$ cat src/rtl/mem_port_arbiter.sv
// mem_port_arbiter: round-robin arbiter between the CPU sequence controller
// and the DMA/loader port for one single-port memory. It issues one memory
// access at a time, waits a fixed read latency and returns read data to the
// serviced port together with a one-cycle done pulse.
module mem_port_arbiter #(
  parameter int AW      = 5,
  parameter int DW      = 8,
  parameter int MEM_LAT = 2   // cycles from a read's mem_en until mem_rdata is valid, 1..15
) (
  input  logic          clk,
  input  logic          rst,

  input  logic          cpu_req,
  input  logic          cpu_we,
  input  logic [AW-1:0] cpu_addr,
  input  logic [DW-1:0] cpu_wdata,
  output logic          cpu_gnt,
  output logic          cpu_done,
  output logic [DW-1:0] cpu_rdata,

  input  logic          dma_req,
  input  logic          dma_we,
  input  logic [AW-1:0] dma_addr,
  input  logic [DW-1:0] dma_wdata,
  output logic          dma_gnt,
  output logic          dma_done,
  output logic [DW-1:0] dma_rdata,

  output logic          mem_en,
  output logic          mem_we,
  output logic [AW-1:0] mem_addr,
  output logic [DW-1:0] mem_wdata,
  input  logic [DW-1:0] mem_rdata,

  output logic          busy
);

  typedef enum logic [1:0] {
    IDLE  = 2'd0,
    ISSUE = 2'd1,
    WAIT  = 2'd2,
    RESP  = 2'd3
  } state_t;

  // Value of the wait counter in the last WAIT cycle.
  localparam logic [3:0] CNT_LAST = 4'(MEM_LAT - 1);

  state_t        state;
  logic          last_dma;   // 1: the most recent grant went to the DMA port
  logic          cur_dma;    // port being serviced by the access in flight
  logic          cur_we;     // access in flight is a write
  logic [3:0]    cnt;        // read latency counter

  logic          any_req;
  logic          pick_dma;
  logic          win_we;
  logic [AW-1:0] win_addr;
  logic [DW-1:0] win_wdata;

  // Round-robin winner selection and the winner's request fields.
  always_comb begin
    // NOTE: every signal assigned here gets a default first, so no path
    // leaves it unassigned and no latch can be inferred.
    any_req   = cpu_req | dma_req;
    pick_dma  = dma_req;
    if (cpu_req && dma_req) begin
      pick_dma = ~last_dma;
    end
    win_we    = cpu_we;
    win_addr  = cpu_addr;
    win_wdata = cpu_wdata;
    if (pick_dma) begin
      win_we    = dma_we;
      win_addr  = dma_addr;
      win_wdata = dma_wdata;
    end
  end

  // Access sequencer: all outputs are registered, pulses default low each cycle.
  always_ff @(posedge clk) begin
    // NOTE: state is updated with non-blocking assignments so every register
    // samples values from before this edge, independent of statement order.
    if (rst) begin
      // NOTE: the rdata holding registers are plain flops and are cleared on
      // reset along with the rest; an abandoned access leaves nothing behind.
      state     <= IDLE;
      last_dma  <= 1'b1;
      cur_dma   <= 1'b0;
      cur_we    <= 1'b0;
      cnt       <= '0;
      cpu_gnt   <= 1'b0;
      dma_gnt   <= 1'b0;
      cpu_done  <= 1'b0;
      dma_done  <= 1'b0;
      cpu_rdata <= '0;
      dma_rdata <= '0;
      mem_en    <= 1'b0;
      mem_we    <= 1'b0;
      mem_addr  <= '0;
      mem_wdata <= '0;
      busy      <= 1'b0;
    end else begin
      cpu_gnt   <= 1'b0;
      dma_gnt   <= 1'b0;
      cpu_done  <= 1'b0;
      dma_done  <= 1'b0;
      mem_en    <= 1'b0;
      mem_we    <= 1'b0;
      mem_addr  <= '0;
      mem_wdata <= '0;

      unique case (state)
        IDLE, RESP: begin
          if (any_req) begin
            state     <= ISSUE;
            busy      <= 1'b1;
            cur_dma   <= pick_dma;
            cur_we    <= win_we;
            last_dma  <= pick_dma;
            cpu_gnt   <= ~pick_dma;
            dma_gnt   <= pick_dma;
            mem_en    <= 1'b1;
            mem_we    <= win_we;
            mem_addr  <= win_addr;
            mem_wdata <= win_wdata;
          end else begin
            state <= IDLE;
            busy  <= 1'b0;
          end
        end

        ISSUE: begin
          if (cur_we) begin
            state    <= RESP;
            cpu_done <= ~cur_dma;
            dma_done <= cur_dma;
          end else begin
            state <= WAIT;
            cnt   <= '0;
          end
        end

        WAIT: begin
          if (cnt == CNT_LAST) begin
            state    <= RESP;
            cnt      <= '0;
            cpu_done <= ~cur_dma;
            dma_done <= cur_dma;
            if (cur_dma) begin
              dma_rdata <= mem_rdata;
            end else begin
              cpu_rdata <= mem_rdata;
            end
          end else begin
            cnt <= cnt + 4'd1;
          end
        end

        default: begin
          state <= IDLE;
          busy  <= 1'b0;
        end
      endcase
    end
  end

endmodule

$ cat config.mk
export PLATFORM = sky130hd
export DESIGN_NAME = mem_port_arbiter
export DESIGN_NICKNAME = d
export VERILOG_FILES = /design/src/rtl/mem_port_arbiter.sv
export SDC_FILE = /design/constraint.sdc
export NUM_CORES = 1
export LEC_CHECK = 0
export CAP_MARGIN = 5
export CORE_ASPECT_RATIO = 1.25
export CORE_MARGIN = 5
export CORE_UTILIZATION = 44
export CTS_CLUSTER_SIZE = 24
export DETAILED_ROUTE_END_ITERATION = 8
export PLACE_DENSITY_LB_ADDON = 0.05
export SYNTH_ARGS = -nofsm -noshare
export SYNTH_HDL_FRONTEND = slang
export SYNTH_SLANG_ARGS = --single-unit
$ cat constraint.sdc
create_clock -name clk -period 2.6 [get_ports clk]
set_input_delay 0.65 -clock clk [delete_from_list [all_inputs] [get_ports clk]]
set_output_delay 0.65 -clock clk [all_outputs]
set_load 0.02 [all_outputs]
======== Yosys cells after proc, flatten, opt, wreduce, memory -nomap -nowiden ========
Cells that the tools add are included.
storage, ports and cells
  register bits after elaboration ......... 45
  input bits .............................. 40
  output and inout port bits .............. 36
operators by class
  add/sub/neg operators ................... 1
  equality and inequality tests ........... 6
  mux-type cells .......................... 18
  bitwise operators ....................... 6
  reduce and logical (&&, ||, !) cells .... 10
operator list
  cell                                                             count
  1-bit 2-to-1 mux                                                 9
  4-bit 2-to-1 mux                                                 2
  8-bit 2-to-1 mux                                                 1
  4-bit case mux with 2 select lines                               1
  2-bit case mux with 3 select lines                               1
  3-bit AND reduction                                              2
  5-bit 2-to-1 mux                                                 1
  1-bit inverter                                                   5
  4-bit by 1-bit adder with 4-bit output, second input constant    1
  2-bit == test, second input constant                             2
  4-bit by 1-bit == test with 1-bit output, second input constant  1
  2-bit inequality test, second input constant                     2
  1-bit case mux with 2 select lines                               2
  2-bit AND reduction                                              2
  2-bit OR reduction                                               2
  3-bit OR reduction                                               1
  2-bit by 1-bit == test with 1-bit output, second input constant  1
  2-bit zero test                                                  1
  2-bit 2-to-1 mux                                                 1
  2-bit nonzero test                                               1
  1-bit logical AND                                                1
  1-bit bitwise OR                                                 1

======== Logic depth before layout (Yosys ltp) ========
Gate-level depths: netlist of the first run.
  depth in word-level cells ............... 4
  depth in mapped cells ................... 7

======== Worst setup path after synthesis of the first run ========
OpenSTA, ideal clock, no wires.
  path type ............................... input to register
  from .................................... input port rst
  to ...................................... register cpu_rdata[5]
  setup time .............................. 0.072 ns
  arrival ................................. 1.608 ns
  data required time ...................... 2.528 ns
  setup slack ............................. 0.920 ns
  cell stages on the path ................. 6
  cells stage by stage .................... buf_2 > inv_1 > clkbuf_1 > clkbuf_1 > nand2_1 > mux2i_1
RTL lines
  what                  RTL line  source
  from (decl)           11        input logic rst,
  to (signal assigned)  152       cpu_rdata <= mem_rdata;
  to (decl)             19        output logic [DW-1:0] cpu_rdata,

======== Final worst setup path of the first run ========
  from .................................... register cpu_rdata[5]
  to ...................................... output port cpu_rdata[5]
No word-level cell between the ends.

==> results_dict.tcl, run 1 <==
set metrics [dict create \
    postLayoutCellArea_um2 2590 \
    clock.fmax_ghz 0.523 \
    drive_gt1_share_pct 5.37 \
    tritoncts "yes" \
    dpl_cell_area_um2 2510 \
    fin_cells 296 \
    whs_ns 0.458 \
    slowest_delay_ns 0.62 \
    viasPerCell 5.05 \
    setup_ws_ns 0.688 \
    hold_path_class "register to register" \
    grt_max_degree 18 \
    num-fill-cells 306 \
    cts_sinks 45 \
    grt_overflow 0 \
    clock_latency_ns 0.29 \
    startpoint_type "register" \
    grt_first_pass_wirelength_um 7250 \
    drtPass1Iterations 4 \
    end_kind "output pin" \
    postCtsSetupRepairBufs 0 \
    tns_ns 0 \
    synthArstFlopShare_pct 0 \
    relSlewSlack_pct 58.1 \
    clk_path_buf_depth 2 \
    synth_nets 211 \
    drtIter0Drc 95 \
    diodes 0 \
    min_period_ns 1.91 \
    tightest_slew_ns 0.627 \
    critPathRequiredTime_ns 1.95 \
    numCtsBuffers 5 \
    cts_hold_buf 0 \
    ir_drop_v 0.000441 \
    synthFlopType "dfxtp_1" \
    syn_avg_cell_area_um2 10.3 \
    fin_skew_ns 0.00478 \
    path_cells "clkdlybuf4s50_1" \
    io_buffers 75 \
    leakage_nw 1.02 \
    cts_root_buffer "clkbuf_8" \
    syn_inst 167 \
    drv_cap 0 \
    ys_ff_latch 45 \
    ctsResizeCount 0 \
    fin_crit_sh_pct 73.5 \
    route.detailed.drc 0 \
    crit_slowest_cell "clkdlybuf4s50_1" \
    die_area_um2 5250 \
    yosys_warnings 0 \
    rsz0062_at_grt "false" \
    worstPathArrival_ns 1.26 \
    placedCellCount 289 \
    setup_viol 0 \
    ant_nets 0 \
    die_h_um 79.8 \
    power_density_nw_per_um2 785 \
    ys_types 34 \
    grt_pass1_vias 1573 \
    nets 286 \
    clk_pin_slew_ns 0.08 \
    dpl_worst_slack_ns 0.442 \
    rows 25 \
    report.final.hold_viol_count 0 \
    num_vias 1495 \
    core_um2 3780 \
    globalplace.congestion 0.787 \
    synth_edf_count 0 \
    wl_per_cell_um 14.9 \
    crit_family "buffers and inverters" \
    die-width_um 65.8 \
    grt_usage_pct 18.0 \
    antenna_found_initial 0 \
    crit_buf_inv 1 \
    start_util_pct 45.3 \
    place_hpwl_um 3270 \
    area_growth_pct 51.4 \
    ios 76 \
    synth_seq_area_share_pct 52.6 \
    mappedNetlistArea_um2 1710 \
    path_max_fanout 2 \
    critical_path_class "register to output pin" \
    status "completed" \
    cts-htree-levels 2 \
    drt_wl_total_um 4400 \
    slew_violations 0 \
]
metrics by stage:
| stage | power (mW) | utilization [%] |
|---|---|---|
| final | 2.04 | 68.5 |
| after floorplan | 1.34 | - |
| after detailed placement | 1.61 | 66.2 |
| after global routing | 2.16 | 68.5 |
| after global placement | 1.59 | 66.2 |
| after CTS | 2.05 | 68.5 |
cells in the mapped netlist, types with 3 or more instances:
cell / count / area, um2
dfxtp_1: 45 / 901
a22o_1: 14 / 123
mux2i_1: 16 / 160
a21oi_1: 4 / 20.0
nor2_1: 3 / 11.3
buf_2: 5 / 25.0
nand2_1: 26 / 97.6
inv_1: 7 / 26.3
nand3_1: 6 / 30.0
nand2b_1: 3 / 18.8
and3_1: 4 / 25.0
o21ai_0: 4 / 20.0
ha_1: 4 / 50.1
clkbuf_1: 3 / 11.3
worst paths after layout:
kind / end / slack [ns] / start / depth (start not counted)
worst max register to register: cur_we / 0.69 / state[0] / 5
worst min register to register: busy / 0.46 / busy / 1
worst min-delay path: busy / 0.46 / busy / 1
worst max-delay path: cpu_rdata[5] / 0.69 / cpu_rdata[5] / 1
per-layer routing:
layer | vias to the layer above | GRT usage [%] | wire length, um
li1 | 736 | - | -
met1 | 698 | 17.7 | 1620
met2 | 54 | 32.6 | 2340
met3 | 7 | 7.32 | 372
met4 | 0 | 7.26 | 70
met5 | - | 0 | 0
sequential cells by signal (all words and copies together) (netlist names):
name / flops
cpu_gnt: 1
cnt: 4
dma_done: 1
mem_we: 1
mem_addr: 5
cur_we: 1
mem_wdata: 8
cur_dma: 1
mem_en: 1
state: 2
cpu_rdata: 8
cpu_done: 1
dma_gnt: 1
last_dma: 1
busy: 1
dma_rdata: 8
placed cells by master, fill, tap and decap left out, drive strengths merged, types with 7 or more instances in the layout:
cell           synthesis  layout
a22o                  14      14
dfxtp                 45      45
inv                    7       7
clkdlybuf4s50          0      75
nand2                 26      26
mux2i                 16      16
nand3                  7       7
clkbuf                 3       7
logic make-up after synthesis:
family,Yosys count,synth area share [%]
AND/OR/NAND/NOR,52,15.5
flip-flops,45,52.6
AO/OA/AOI/OAI,33,15.3
buffers and inverters,17,4.31
multiplexers,16,9.35
adder cells (fa/ha/maj),4,2.92
final cells by class:
type,instances,area [um2],share of cell area [%]
Sequential cell,45,901,34.7
Tap cell,54,67.6,2.61
Clock buffer,7,86.3,3.33
Timing Repair Buffer,78,773,29.8
Inverter,7,26.3,1.01
Multi-Input combinational cell,105,738,28.5
report_power, final:
| group | leakage [nW] | switching, mW | internal, mW | total (mW) |
|---|---|---|---|---|
| Combinational | 0.612 | 0.382 | 0.363 | 0.745 |
| Sequential | 0.367 | 0.0609 | 0.800 | 0.861 |
| Clock | 0.0443 | 0.219 | 0.211 | 0.430 |
| Total | 1.02 | 0.662 | 1.37 | 2.04 |
(Power assumes the default switching activity.)
==> run 2, diff against run 1 <==
--- a/config.mk
+++ b/config.mk
@@ -8,7 +8,7 @@
 export CAP_MARGIN = 5
 export CORE_ASPECT_RATIO = 1.25
 export CORE_MARGIN = 5
-export CORE_UTILIZATION = 44
+export CORE_UTILIZATION = 37
 export CTS_CLUSTER_SIZE = 24
 export DETAILED_ROUTE_END_ITERATION = 8
 export PLACE_DENSITY_LB_ADDON = 0.05
==> constraint.sdc (replaced) <==
create_clock -name clk -period 1.7 [get_ports clk]
set_input_delay 0.425 -clock clk [delete_from_list [all_inputs] [get_ports clk]]
set_output_delay 0.425 -clock clk [all_outputs]
set_load 0.02 [all_outputs]
==> run 2 against run 1 <==
First-iteration DRC count shrank 53%. Sequential power grew 52%. Combinational power grew 74%. Clock skew grew 0.0021 ns. Flip-flop and latch count is the same.
==> results_dict.tcl, run 2 (synthesis results as in run 1) <==
set metrics [dict create \
    status "completed" \
    pwr-share-clk_pct 19.9 \
    power_frac_seq_pct 40.2 \
    worstPathArrival_ns 1.23 \
    grt_pass1_vias 1640 \
    regArea_um2 901 \
    io_buffers 75 \
    ios 76 \
    grt_first_pass_wirelength_um 7350 \
    min_period_ns 1.66 \
    report.final.hold_viol_count 0 \
    wl_per_cell_um 13.9 \
    diodes 0 \
    internal_power_mw 2.23 \
    fin_crit_sh_pct 97.6 \
    drive_gt1_share_pct 10.6 \
    start_util_pct 38.4 \
    clock_latency_ns 0.29 \
    clk_pin_slew_ns 0.08 \
    grt_max_degree 20 \
    num_vias 1553 \
    relSlewSlack_pct 68.1 \
    power_density_nw_per_um2 1190 \
    clk_path_buf_depth 2 \
    ir_drop_v 0.000607 \
    numCtsBuffers 5 \
    leakage_nw 1.36 \
    cp-startpoint "cpu_rdata[7]" \
    drtPass1Iterations 4 \
    slowest_delay_ns 0.61 \
    critical_path_class "register to output pin" \
    die_area_um2 6100 \
    drtIter0Drc 45 \
    end_kind "output pin" \
    hold_path_class "register to register" \
    final_common_cell "clkdlybuf4s50_1" \
    path_cells "clkdlybuf4s50_1" \
    startpoint_type "register" \
    rows 27 \
    viasPerCell 4.96 \
    nets 299 \
    rsz0062_at_grt "false" \
    p_switching_mw 1.04 \
    cts_hold_buf 0 \
    multi_input_area_um2 741 \
    largestRegisters "cpu_rdata: 8 flops, dma_rdata: 8 flops, mem_wdata: 8 flops" \
    die_h_um 86.1 \
    critPathRequiredTime_ns 1.27 \
    setup_viol 0 \
    crit_slowest_cell "clkdlybuf4s50_1" \
    drv_cap 0 \
    clock.fmax_ghz 0.603 \
    grt_usage_pct 14.7 \
    grt_overflow 0 \
    crit_family "buffers and inverters" \
    pwr-share-comb_pct 39.9 \
    path_max_fanout 2 \
    num-fill-cells 399 \
    core_um2 4460 \
    swShare_pct 31.9 \
    tightest_slew_ns 0.477 \
    ant_nets 0 \
    cts_root_buffer "clkbuf_8" \
    place_hpwl_um 3410 \
    globalplace.congestion 0.825 \
    cts-htree-levels 2 \
    setup_ws_ns 0.0405 \
    drt_wl_total_um 4360 \
    antenna_found_initial 0 \
    min-delay-start "cpu_rdata[2]" \
    die-width_um 70.9 \
    report.power.total_mw 3.27 \
    crit_buf_inv 1 \
    area_growth_pct 60.8 \
    route.detailed.drc 0 \
    slew_violations 0 \
    r2r_start "cnt[1]" \
    fin_skew_ns 0.00686 \
    tritoncts "yes" \
    dpl_worst_slack_ns -0.00904 \
    final_cell_mix "clkdlybuf4s50_1 (59), dfxtp_1 (45), nand2_1 (26)" \
    cts_sinks 45 \
]
-- run 2: cell types whose count changed in the layout (fill, tap and decap cells not counted) --
cell / delta
buf_12: +2
buf_4: +11
clkdlybuf4s50_1: -16
dlygate4sd2_1: +2
dlymetal6s2s_1: +14
or3b_1: -1
or3b_4: +1
-- run 2: layer usage --
| layer | wire length [um] | track usage [%] | part of all wire [%] | up-vias |
|---|---|---|---|---|
| met5 | 0 | 0 | 0 | - |
| met1 | 1720 | 15.4 | 39 | 732 |
| li1 | - | - | - | 763 |
| met4 | 63 | 4.62 | 1.4 | 0 |
| met3 | 315 | 5.98 | 7.2 | 7 |
| met2 | 2260 | 26.6 | 52 | 51 |
-- run 2: layout make-up --
type	count	share of cell area [%]
repair buffers	91	33.7
flip-flops and latches	45	32.7
multi-input cells	105	26.9
clock buffers	7	3.13
well taps	58	2.63
inverters	7	0.954
-- run 2: per-stage QoR --
stage	instance area, um2	utilization (%)	setup TNS, ns	std cells	hold WS [ns]
after floorplan	1710	-	0	167	0.461
after global placement	2630	59.1	0	306	0.442
after detailed placement	2630	59.1	-0.0321	306	0.448
after CTS	2720	60.9	0	313	0.464
after global routing	2760	61.8	0	313	0.490
final	2760	61.8	0	313	0.462
-- run 2: worst paths after layout --
check                           slack (ns)  cells after the start            to
worst min-delay path                  0.46                      2  cpu_rdata[2]
worst min register to register        0.46                      2  cpu_rdata[2]
worst max register to register        0.10                      5  dma_rdata[7]
worst max-delay path                  0.04                      1  cpu_rdata[7]
-- run 2: worst reg2reg max path, stage by stage (launching register included) --
cell     delay (ns)
dfxtp_1        0.33
inv_1          0.06
ha_1           0.15
nor3b_1        0.42
nand3_2        0.33
mux2i_1        0.20
-- run 2: power groups by stage --
stage | combinational (mW) | sequential, mW | clock (mW)
2_1_floorplan | 0.585 | 1.46 | 0
3_3_place_gp | 1.26 | 1.33 | 0
3_5_place_dp | 1.30 | 1.34 | 0
4_1_cts | 1.30 | 1.32 | 0.684
5_1_grt | 1.40 | 1.34 | 0.720
6_report | 1.30 | 1.31 | 0.652
-- run 2: timing repair --
| item | CTS | global route |
|---|---|---|
| gates cloned | 0 | 0 |
| setup endpoints to repair | 2 | 16 |
| gates resized for setup | 2 | 15 |
| setup buffers | 0 | 0 |
